**config.mk**
```make
export PLATFORM = sky130hd
export DESIGN_NAME = mem_block_reader
export DESIGN_NICKNAME = d
export VERILOG_FILES = /design/src/rtl/mem_block_reader.sv
export SDC_FILE = /design/constraint.sdc
export NUM_CORES = 1
export LEC_CHECK = 0
export ABC_AREA = 1
export BUFFER_PORTS_ARGS = -buffer_cell sky130_fd_sc_hd__buf_2
export CORE_ASPECT_RATIO = 0.6
export CORE_MARGIN = 4
export CORE_UTILIZATION = 54
export CTS_CLUSTER_DIAMETER = 30
export CTS_CLUSTER_SIZE = 24
export DETAILED_ROUTE_END_ITERATION = 6
export PLACE_DENSITY = 0.8
export REMOVE_ABC_BUFFERS = 1
export SETUP_SLACK_MARGIN = 0.15
export SYNTH_ARGS = -nofsm -noshare
export SYNTH_HDL_FRONTEND = slang
export SYNTH_SLANG_ARGS = --single-unit
```
**constraint.sdc**
```tcl
create_clock -name clk -period 3.6 [get_ports clk]
set_input_delay 0 -clock clk [delete_from_list [all_inputs] [get_ports clk]]
set_output_delay 0 -clock clk [all_outputs]
set_load 0.05 [all_outputs]
```
**src/rtl/mem_block_reader.sv**
```systemverilog
// Streams a contiguous, wrap-around address range out of a 1-cycle-latency RAM as valid/ready.
// Define MEM_BLOCK_READER_STALL_CNT_EN to add the stall_cnt output.
module mem_block_reader #(
  parameter int unsigned DATAW = 128,
  parameter int unsigned DEPTH = 64,
  parameter int unsigned ADDRW = $clog2(DEPTH)
) (
  input  logic             clk,
  input  logic             rst,
  input  logic             start,
  input  logic [ADDRW-1:0] base_addr,
  input  logic [ADDRW:0]   length,
  output logic             busy,
  output logic             done,
  output logic [ADDRW-1:0] mem_raddr,
  input  logic [DATAW-1:0] mem_rdata,
  output logic             o_valid,
  output logic [DATAW-1:0] o_data,
  output logic             o_last,
`ifdef MEM_BLOCK_READER_STALL_CNT_EN
  output logic [31:0]      stall_cnt,
`endif
  input  logic             o_ready
);

  localparam logic [ADDRW-1:0] AddrMax = ADDRW'(DEPTH - 1);
  localparam logic [ADDRW-1:0] AddrOne = ADDRW'(1);
  localparam logic [ADDRW:0]   CntOne  = (ADDRW + 1)'(1);

  typedef enum logic [1:0] {StIdle, StRun, StFlush} state_e;

  state_e           state_q, state_d;
  logic [ADDRW-1:0] addr_q, addr_d;
  logic [ADDRW:0]   rem_issue_q, rem_issue_d;
  logic [ADDRW:0]   rem_send_q, rem_send_d;
  logic             inflight_q;
  logic             done_q, done_d;
  logic [DATAW-1:0] slot_q [2];
  logic [DATAW-1:0] slot_d [2];
  logic [1:0]       cnt_q, cnt_d;
  logic [2:0]       level;
  logic             pop, issue, accept;

  assign o_valid   = (cnt_q != 2'd0);
  assign o_data    = slot_q[0];
  assign o_last    = o_valid && (rem_send_q == CntOne);
  assign busy      = (state_q != StIdle);
  assign done      = done_q;
  assign mem_raddr = addr_q;
  assign pop       = o_valid && o_ready;
  assign accept    = (state_q == StIdle) && start;

  // Words already buffered or on their way must fit in the 2 slots once this issue lands.
  always_comb begin
    level = {1'b0, cnt_q} + {2'b00, inflight_q} - {2'b00, pop};
    issue = (state_q == StRun) && (rem_issue_q != '0) && (level < 3'd2);
  end

  always_comb begin
    state_d     = state_q;
    addr_d      = addr_q;
    rem_issue_d = rem_issue_q;
    rem_send_d  = pop ? rem_send_q - CntOne : rem_send_q;
    done_d      = 1'b0;
    unique case (state_q)
      StIdle: begin
        if (start) begin
          if (length != '0) begin
            state_d     = StRun;
            addr_d      = base_addr;
            rem_issue_d = length;
            rem_send_d  = length;
          end else begin
            done_d = 1'b1;
          end
        end
      end
      StRun: begin
        if (issue) begin
          addr_d      = (addr_q == AddrMax) ? '0 : addr_q + AddrOne;
          rem_issue_d = rem_issue_q - CntOne;
          if (rem_issue_q == CntOne) state_d = StFlush;
        end
      end
      StFlush: begin
        if (pop && (rem_send_q == CntOne)) begin
          state_d = StIdle;
          done_d  = 1'b1;
        end
      end
      default: state_d = StIdle;
    endcase
  end

  // Slot 0 is the head; a push lands in the first slot left free after this cycle's pop.
  always_comb begin
    slot_d = slot_q;
    cnt_d  = cnt_q + {1'b0, inflight_q} - {1'b0, pop};
    if (pop) slot_d[0] = slot_q[1];
    if (inflight_q) begin
      if ((cnt_q - {1'b0, pop}) == 2'd0) slot_d[0] = mem_rdata;
      else                               slot_d[1] = mem_rdata;
    end
  end

  always_ff @(posedge clk) begin
    if (!rst) begin
      state_q     <= StIdle;
      addr_q      <= '0;
      rem_issue_q <= '0;
      rem_send_q  <= '0;
      inflight_q  <= 1'b0;
      done_q      <= 1'b0;
      slot_q[0]   <= '0;
      slot_q[1]   <= '0;
      cnt_q       <= 2'd0;
    end else begin
      state_q     <= state_d;
      addr_q      <= addr_d;
      rem_issue_q <= rem_issue_d;
      rem_send_q  <= rem_send_d;
      inflight_q  <= issue;
      done_q      <= done_d;
      slot_q      <= slot_d;
      cnt_q       <= cnt_d;
    end
  end

`ifdef MEM_BLOCK_READER_STALL_CNT_EN
  logic [31:0] stall_cnt_q;
  assign stall_cnt = stall_cnt_q;

  always_ff @(posedge clk) begin
    if (!rst) begin
      stall_cnt_q <= '0;
    end else if (accept) begin
      stall_cnt_q <= '0;
    end else if (busy && o_valid && !o_ready && (stall_cnt_q != 32'hFFFF_FFFF)) begin
      stall_cnt_q <= stall_cnt_q + 32'd1;
    end
  end
`endif

endmodule

```
# Word-level counts from Yosys, hierarchy flattened
# Cells that the tools add are included.
[totals]
regBits = 282
input_bits = 145
[classes]
addsub = 8
magnitude_cmp = 1
n_eq_ne = 10
muxes = 27
n_bitwise = 1
reduce_logical = 15
[ops]
columns = ["operator", "count"]
rows = [
  ["128-bit two-way mux", 3],
  ["256-bit two-way mux", 1],
  ["7-bit two-way mux", 7],
  ["6-bit two-way mux", 4],
  ["7-bit by 1-bit equality test with 1-bit output, second input constant", 2],
  ["7-bit case mux with 2 select lines", 1],
  ["7-bit nonzero test", 2],
  ["7-bit by 1-bit subtractor with 7-bit output, second input constant", 2],
  ["6-bit case mux with 2 select lines", 1],
  ["2-bit two-way mux", 5],
  ["6-bit by 1-bit adder with 6-bit output, second input constant", 1],
  ["6-bit equality test, second input constant", 1],
  ["2-bit inequality test, second input constant", 3],
  ["2-bit case mux with 3 select lines", 1],
  ["2-bit nonzero test", 3],
  ["1-bit logical AND", 5],
  ["5-bit AND reduction", 1],
  ["2-bit zero test", 2],
  ["2-bit by 1-bit inequality test with 1-bit output, second input constant", 2],
  ["4-bit AND reduction", 1],
  ["2-bit by 1-bit subtractor with 2-bit output", 2],
  ["2-bit by 1-bit adder with 3-bit output", 1],
  ["3-bit by 2-bit < comparator with 1-bit output, second input constant", 1],
  ["1-bit two-way mux", 3],
  ["7 further kinds", 7],
]

# Logic depth before layout (Yosys ltp)
# Gate-level depths: netlist of the first run.
[logic_depth]
word_depth = 7
mapped_depth = 20
depth_no_buf = 18

# Worst setup path before layout of the first run
# No wires, ideal clock.
[synth_timing]
kind = "register -> register"
start = "register cnt_q[1]"
end = "register addr_q[5], in the netlist mem_raddr[5]"
setup_time_ns = 0.113
arrival_time_ns = 2.737
t_required_ns = 3.487
path_slack_ns = 0.750
path_stages_with_launch = 20
period_less_slack_ns = 2.850
cell_sequence = "dfxtp_1 -> inv_2 -> nand2_2 -> nand2_2 -> inv_2 -> buf_4 -> buf_4 -> nand2_1 -> nand2_1 -> ha_1 -> fa_1 -> inv_1 -> nand3_1 -> nor2_1 -> nand2_2 -> nand2_2 -> nand3_4 -> buf_8 -> nor2_1 -> nor2_1"
[synth_between]
elab_chain_len = 7
word_cells_on_any_way = 8
classes_between = "2 x add/sub; 1 x order compare; 1 x eq/ne; 4 x reduce/logical"
[synth_lines]
columns = ["element", "line", "text"]
rows = [
  ["start, declared", "40", "logic [1:0] cnt_q, cnt_d;"],
  ["start signal, assigned", "125", "cnt_q <= cnt_d;"],
  ["2-bit nonzero test", "44", "assign o_valid = (cnt_q != 2'd0);"],
  ["net o_valid", "17", "output logic o_valid,"],
  ["1-bit logical AND", "50", "assign pop = o_valid && o_ready;"],
  ["3-bit by 1-bit subtractor with 3-bit output", "55", "level = {1'b0, cnt_q} + {2'b00, inflight_q} - {2'b00, pop};"],
  ["3-bit by 2-bit < comparator with 1-bit output", "56", "issue = (state_q == StRun) && (rem_issue_q != '0) && (level < 3'd2);"],
  ["1-bit logical AND", "56", ""],
  ["2-bit inequality test (no source line)", "n/a", ""],
  ["4-bit AND reduction (no source line)", "n/a", ""],
  ["end signal, assigned", "119", "addr_q <= addr_d;"],
  ["end, declared", "33", "logic [ADDRW-1:0] addr_q, addr_d;"],
]
# The timed path passes the listed nets, and every way through them passes these cells.
# A chain may end at the register's enable or synchronous reset.

# Final worst setup path of the first run
[layout_timing]
start = "register cnt_q[1]"
end = "register state_q[1]"
[layout_between]
elab_chain_len = 7
word_cells_on_any_way = 10
classes_between = "2 x add/sub; 1 x order compare; 2 x eq/ne; 5 x reduce/logical"
[layout_lines]
columns = ["element", "line", "text"]
rows = [
  ["branches (longest 6 deep; another with 2-bit by 1-bit adder with 3-bit output)", "n/a", ""],
  ["5-bit AND reduction (no source line) *", "n/a", ""],
  ["end signal, assigned", "108", "state_q <= StIdle;"],
  ["end signal, assigned", "118", "state_q <= state_d;"],
  ["end, declared", "32", "state_e state_q, state_d;"],
]
# Mark *: on every way between the ends.

==> results of run 1 <==
==> tightest hold or removal path, cell delays in order <==
cell	delay (ns)
buf_2	0.10
nand2_1	0.06
clkinv_1	0.13
nand2_1	0.08
a21oi_1	0.12
==> area by class of cell <==
cell class,count,area (µm²),area share [%]
clock inverter,30,295.3,1.904
multi-input combinational,1100,5057,32.62
timing repair buffer,436,2957,19.07
clock buffer,43,1032,6.658
inverter,34,132.6,0.8554
tap,308,385.4,2.485
sequential,282,5645,36.41
==> state kept, by name, indices dropped and copies added (netlist names) <==
signal       flops
cnt_q            2
done             1
inflight_q       1
mem_raddr        6
o_data         128
rem_issue_q      7
rem_send_q       7
slot_q         128
state_q          2
==> cells in the mapped netlist <==
master    instances
nor2_1          280
a21oi_2           2
a31oi_1         129
xor2_1            4
ha_1              7
nand2_2           5
nor2_2            2
a21oi_1          19
buf_4           138
fa_1              1
clkbuf_1         41
nand4_1           2
o21bai_1          1
nor2_4            1
nand3_2           1
buf_8             2
or2_4             1
o21ai_1          67
or2_2             2
buf_6            14
inv_1            25
nand3_4           1
and2_1            1
nand2_1         342
nor3_2            1
buf_2            53
dfxtp_1         282
clkinv_1          2
nand3_1          27
o21ai_0         201
xnor2_1           3
inv_2             7
==> path summary, 6_finish.rpt <==
check                           from                        to  depth (start not counted)
max              cnt_q[1]$_SDFF_PN0_   state_q[1]$_SDFFE_PN0P_                         10
min                            start  rem_send_q[4]$_SDFF_PN0_                          5
max reg2reg      cnt_q[1]$_SDFF_PN0_   state_q[1]$_SDFFE_PN0P_                         10
min reg2reg  slot_q[79]$_SDFFE_PN0P_     o_data[79]$_SDFF_PN0_                          2
==> what timing repair did <==
action | in CTS | in global routing
hold buffers | 143 | 0
resized for setup | 0 | 0
endpoints found under the hold margin | 276 | 0
endpoints found under the setup margin | 0 | 0
==> placed cells by master (no fill, tap or decap), types with 27 or more instances in the layout <==
cell | netlist | final
clkbuf_16 | 0 | 40
dlygate4sd3_1 | 0 | 143
nand3_1 | 27 | 27
buf_2 | 53 | 281
nor2_1 | 280 | 280
nand2_1 | 342 | 342
o21ai_0 | 201 | 201
dfxtp_1 | 282 | 282
a31oi_1 | 129 | 129
o21ai_1 | 67 | 67
==> kinds of logic after synthesis <==
family | share of synthesized area (%)
buf+inv | 14.21
compound gates | 18.21
simple gates | 20.89
xor+xnor | 0.4922
flops | 45.32
fa+ha+maj | 0.8639
==> per-layer routing <==
| layer | part of all wire, % | track usage (%) |
|---|---|---|
| met1 | 42 | 36.18 |
| met2 | 45 | 41.72 |
| met4 | 2.7 | 7.598 |
| met5 | 0 | 0 |
| met3 | 10 | 6.115 |
==> power by group through the flow <==
stage               Combinational (mW)  Clock (mW)  Sequential (mW)
CTS                               6.17        3.88             4.54
global placement                  5.92           0             4.58
detailed placement                6.01           0             4.58
finish                            6.27        3.84             4.57
floorplan                         2.25           0             6.72
global route                      6.68        4.04             4.65
==> per-stage QoR <==
stage                     power (mW)  worst slack (ns)  hold slack, ns  cell area, µm²  std cells
after global routing           15.38            0.6926         0.05142           15500       2233
after floorplan                8.971            -1.310         0.09345           10810       1416
after global placement         10.50             1.000          0.2468           12750       2017
after CTS                      14.58            0.8577        0.001996           15500       2233
final                          14.68            0.7518         0.01895           15500       2233
after detailed placement       10.60            0.9234          0.2541           12750       2017
==> results.sh, run 1 <==
export IMPL_cts_buffers=40
export IMPL_worstPathRequired_ns=3.96
export IMPL_p_leak_nw=6.362
export IMPL_crit_buf_inv=3
export IMPL_core_um2=22330
export IMPL_syn2layout_area_growth_pct=24.48
export IMPL_seq_area_frac_synth_pct=45.32
export IMPL_cts_tree="done"
export IMPL_relSlewSlack_pct=37.55
export IMPL_nets=2047
export IMPL_final_util_pct=69.42
export IMPL_netlist_area_um2=12460
export IMPL_drtPass1Iterations=6
export IMPL_drtAntennaViolNets=0
export IMPL_antennaDiodeCount=0
export IMPL_cap_viol_max_count=0
export IMPL_drcViolationCount=0
export IMPL_slew_violations=0
export IMPL_cts_htree_levels=2
export IMPL_antenna_found_initial=0
export IMPL_avgSynthCellArea_um2=7.485
export IMPL_arrival_ns=3.20
export IMPL_gr_total_overflow=0
export IMPL_path_common_cell="nor2_1"
export IMPL_p_sw_share_pct=47.04
export IMPL_slowest_delay_ns=0.76
export IMPL_grt_pass1_wl_um=57170
export IMPL_die_area_um2=25640
export IMPL_vias_per_cell=5.473
export IMPL_fill_cells=1664
export IMPL_seq_power_share_pct=31.1
export IMPL_die_h_um=125.6
export IMPL_initialDrtViolationCount=1117
export IMPL_pin_count=283
export IMPL_yosys_cell_types_count=32
export IMPL_cp_max_fo=78
export IMPL_clk_pin_slew_ns=0.06
export IMPL_endpoint_kind="flip-flop"
export IMPL_rows=42
export IMPL_holdCritPathClass="in2reg"
export IMPL_grt_pass1_vias=11350
export IMPL_finClkSkew_ns=0.01423
export IMPL_ir_worst_vdd_mv=0.7125
export IMPL_synth_area_leaders="dfxtp_1, nand2_1, nor2_1"
export IMPL_final_period_utilization_pct=79.12
export IMPL_finalCriticalPeriod_ns=2.848
export IMPL_wire_per_inst_um=16.21
export IMPL_finalSetupViolCount=0
export IMPL_p_int_mw=7.775
export IMPL_track_usage_pct=26.28
export IMPL_clockBufferDepth=3
export IMPL_r2r_slack_ns=0.75
export IMPL_start_kind="flip-flop"
export IMPL_ys_seq_elements=282
export IMPL_synth_top_cell_by_area="dfxtp_1"
export IMPL_critical_path_class="reg2reg"
export IMPL_dpl_hpwl_um=20270
export IMPL_finalHoldViolCount=0
export IMPL_yosys_warnings=0
export IMPL_netlist_instances=1664
export IMPL_cts_root_buffer="clkbuf_16"
export IMPL_pwr_share_clk_pct=26.1
export IMPL_pwr_share_comb_pct=42.7
export IMPL_place_gp_congestion=0.8737
export IMPL_power_density_nw_per_um2=947.0
export IMPL_crit_slowest_cell="buf_4"
export IMPL_io_buffer_count=282
export IMPL_drive_gt1_share_pct=20.16
export IMPL_status="complete, no violations"
export IMPL_finalSetupTns_ns=0
export IMPL_crit_chain="inv_2 > nand2_2 > nand2_4 > buf_4 > buf_4 > nor2_1 > nor2_1 > nor2_1 > nand3_1 > a21oi_1"
export IMPL_routed_wl_um=36200
export IMPL_vias=12220
export IMPL_rsz0062_at_grt="no"
export IMPL_synth_top_area_share_pct=45.32
export IMPL_postCtsSetupBuffers=0
export IMPL_insertion_delay_ns=0.52
export IMPL_cts_sinks=282
export IMPL_p_sw_mw=6.907
export IMPL_die_w_um=204.1
export IMPL_grt_max_degree=165
export IMPL_fmax_mhz=351.1
export IMPL_critPathTopFamily="buffers and inverters"
export IMPL_tightest_slew_ns=0.9368
export IMPL_initial_core_util_pct=55.77
(Power assumes the default switching activity.)
==> run 2: changes to the inputs <==
--- a/config.mk
+++ b/config.mk
@@ -9,11 +9,11 @@
 export BUFFER_PORTS_ARGS = -buffer_cell sky130_fd_sc_hd__buf_2
 export CORE_ASPECT_RATIO = 0.6
 export CORE_MARGIN = 4
-export CORE_UTILIZATION = 54
+export CORE_UTILIZATION = 49
 export CTS_CLUSTER_DIAMETER = 30
 export CTS_CLUSTER_SIZE = 24
 export DETAILED_ROUTE_END_ITERATION = 6
-export PLACE_DENSITY = 0.8
+export PLACE_DENSITY = 0.76
 export REMOVE_ABC_BUFFERS = 1
 export SETUP_SLACK_MARGIN = 0.15
 export SYNTH_ARGS = -nofsm -noshare
==> constraint.sdc (replaced) <==
create_clock -name clk -period 2.3 [get_ports clk]
set_input_delay 0 -clock clk [delete_from_list [all_inputs] [get_ports clk]]
set_output_delay 0 -clock clk [all_outputs]
set_load 0.05 [all_outputs]
==> run 2 against run 1 <==
The flow now finishes with violations (setup timing). Clock-buffer cell count shrank 2. Hold slack improved by 0.029 ns. Sequential power grew 56%. Cell area increased by 2.5%. Clock power rose by 56%. Fmax up 24%. Die area increased by 9.7%. Utilization is 4.8 points lower. Cell count up 1.4%. Critical endpoint is now rem_issue_q[1]$_SDFFE_PN0P_.
==> results.sh, run 2 (synthesized netlist as in run 1, its figures left out) <==
export IMPL_seq_power_share_pct=30.3
export IMPL_gr_total_overflow=0
export IMPL_cts_root_buffer="clkbuf_16"
export IMPL_drtPass1Iterations=5
export IMPL_most_common_layout_cells="nand2_1, dfxtp_1, buf_2, nor2_1, o21ai_0"
export IMPL_track_usage_pct=24.00
export IMPL_holdCritPathClass="in2reg"
export IMPL_postLayoutCellArea_um2=15900
export IMPL_nets=2063
export IMPL_status="finished with violations"
export IMPL_dr_wl_met3_um=3490
export IMPL_violations="setup timing"
export IMPL_pwr_share_clk_pct=25.4
export IMPL_vias=12070
export IMPL_rows=44
export IMPL_fill_cells=1973
export IMPL_finalCriticalPeriod_ns=2.303
export IMPL_p_sw_share_pct=45.98
export IMPL_final_common_cell="nand2_1"
export IMPL_clk_pin_slew_ns=0.06
export IMPL_rsz0062_at_grt="yes"
export IMPL_finalSetupViolCount=2
export IMPL_dpl_hpwl_um=20740
export IMPL_insertion_delay_ns=0.52
export IMPL_finalHoldViolCount=0
export IMPL_pin_count=283
export IMPL_hold_slack_ns=0.04750
export IMPL_fmax_mhz=434.2
export IMPL_drive_gt1_share_pct=21.98
export IMPL_routed_top_layer="met5"
export IMPL_cp_max_fo=5
export IMPL_endpoint_kind="flip-flop"
export IMPL_multi_input_area_um2=5206
export IMPL_io_buffer_count=282
export IMPL_relSlewSlack_pct=49.12
export IMPL_die_area_um2=28120
export IMPL_p_sw_mw=10.83
export IMPL_grt_pass1_vias=11330
export IMPL_dp_cells=2043
export IMPL_cts_htree_levels=2
export IMPL_final_period_utilization_pct=100.1
export IMPL_start_kind="flip-flop"
export IMPL_wire_per_inst_um=15.86
export IMPL_arrival_ns=2.74
export IMPL_routed_wl_um=35910
export IMPL_slew_violations=0
export IMPL_holdCritStartpoint="start"
export IMPL_ir_worst_vdd_mv=0.8766
export IMPL_grt_pass1_wl_um=57210
export IMPL_clockBufferDepth=3
export IMPL_placed_area_um2=12930
export IMPL_syn2layout_area_growth_pct=27.63
export IMPL_critical_path_class="reg2reg"
export IMPL_tightest_slew_ns=0.7624
export IMPL_cts_buffers=37
export IMPL_drtAntennaViolNets=0
export IMPL_initialDrtViolationCount=1221
export IMPL_cp_startpoint="cnt_q[1]$_SDFF_PN0_"
export IMPL_post_place_ws_ns=-0.05426
export IMPL_antenna_found_initial=5
export IMPL_drcViolationCount=0
export IMPL_power_density_nw_per_um2=1481
export IMPL_cap_viol_max_count=0
export IMPL_finalWorstSetupSlack_ns=-0.003150
export IMPL_initial_core_util_pct=50.62
export IMPL_core_um2=24610
export IMPL_finalNonFillerCells=2264
export IMPL_worstReg2RegStart="cnt_q[1]$_SDFF_PN0_"
export IMPL_p_leak_nw=6.514
export IMPL_p_int_mw=12.72
export IMPL_place_gp_congestion=0.8245
export IMPL_regArea_um2=5647
export IMPL_grt_max_degree=131
export IMPL_cts_tree="done"
export IMPL_finClkSkew_ns=0.02266
export IMPL_die_h_um=131.5
export IMPL_met1_length_um=15310
export IMPL_pwr_share_comb_pct=44.3
export IMPL_cts_sinks=282
export IMPL_vias_per_cell=5.330
export IMPL_die_w_um=213.8
export IMPL_worstPathRequired_ns=2.73
export IMPL_met2_length_um=16120
export IMPL_p_total_mw=23.55
## run 2: stage by stage
step	utilization [%]	TNS [ns]
finish	64.60	-0.005274
global route	64.60	-1.745
CTS	64.10	0
detailed placement	52.54	-0.3087
global placement	52.54	0
floorplan	-	-315.54
## run 2: repair_timing
item	CTS	global route
gates resized for setup	15	25
endpoints found under the hold margin	277	0
hold buffers	142	0
buffers inserted	5	1
setup endpoints to repair	94	85
cloned	2	0
pin swaps	11	13
## run 2: final cells by class
type / instances / share of cell area, %
repair buffers: 454 / 20.08
well taps: 322 / 2.534
multi-input cells: 1101 / 32.75
clock inverters: 26 / 1.912
clock buffers: 41 / 6.312
inverters: 34 / 0.8343
diodes: 4 / 0.06296
flip-flops and latches: 282 / 35.52
## run 2: layer usage
layer	vias to the layer above	track usage (%)
li1	5874	-
met1	5460	32.15
met2	635	37.63
met3	96	6.479
met4	2	7.957
met5	-	0
## run 2: power by group through the flow
stage,logic (mW),registers [mW],clock network [mW]
floorplan,3.50,10.4,0
global placement,9.49,7.15,0
detailed placement,9.63,7.15,0
CTS,10.1,7.08,6.10
global route,11.2,7.27,6.34
finish,10.4,7.13,5.99
## run 2: worst max-delay path, stage by stage (launching register included)
cell     delay [ns]
dfxtp_2        0.32
inv_2          0.07
nand2_4        0.06
nand2_4        0.07
inv_4          0.04
nand2_4        0.06
nand2_4        0.05
ha_4           0.15
fa_1           0.46
inv_1          0.08
nand3_2        0.06
nor2_2         0.11
nand2_2        0.11
a21oi_4        0.20
buf_6          0.17
nand3_4        0.07
a21oi_2        0.14
## run 2: path summary, 6_finish.rpt
kind	cells past startpoint	slack, ns	to
max	16	-0.003	rem_issue_q[1]$_SDFFE_PN0P_
min	5	0.05	rem_send_q[3]$_SDFF_PN0_
max reg2reg	16	-0.003	rem_issue_q[1]$_SDFFE_PN0P_
min reg2reg	2	0.47	o_data[124]$_SDFF_PN0_
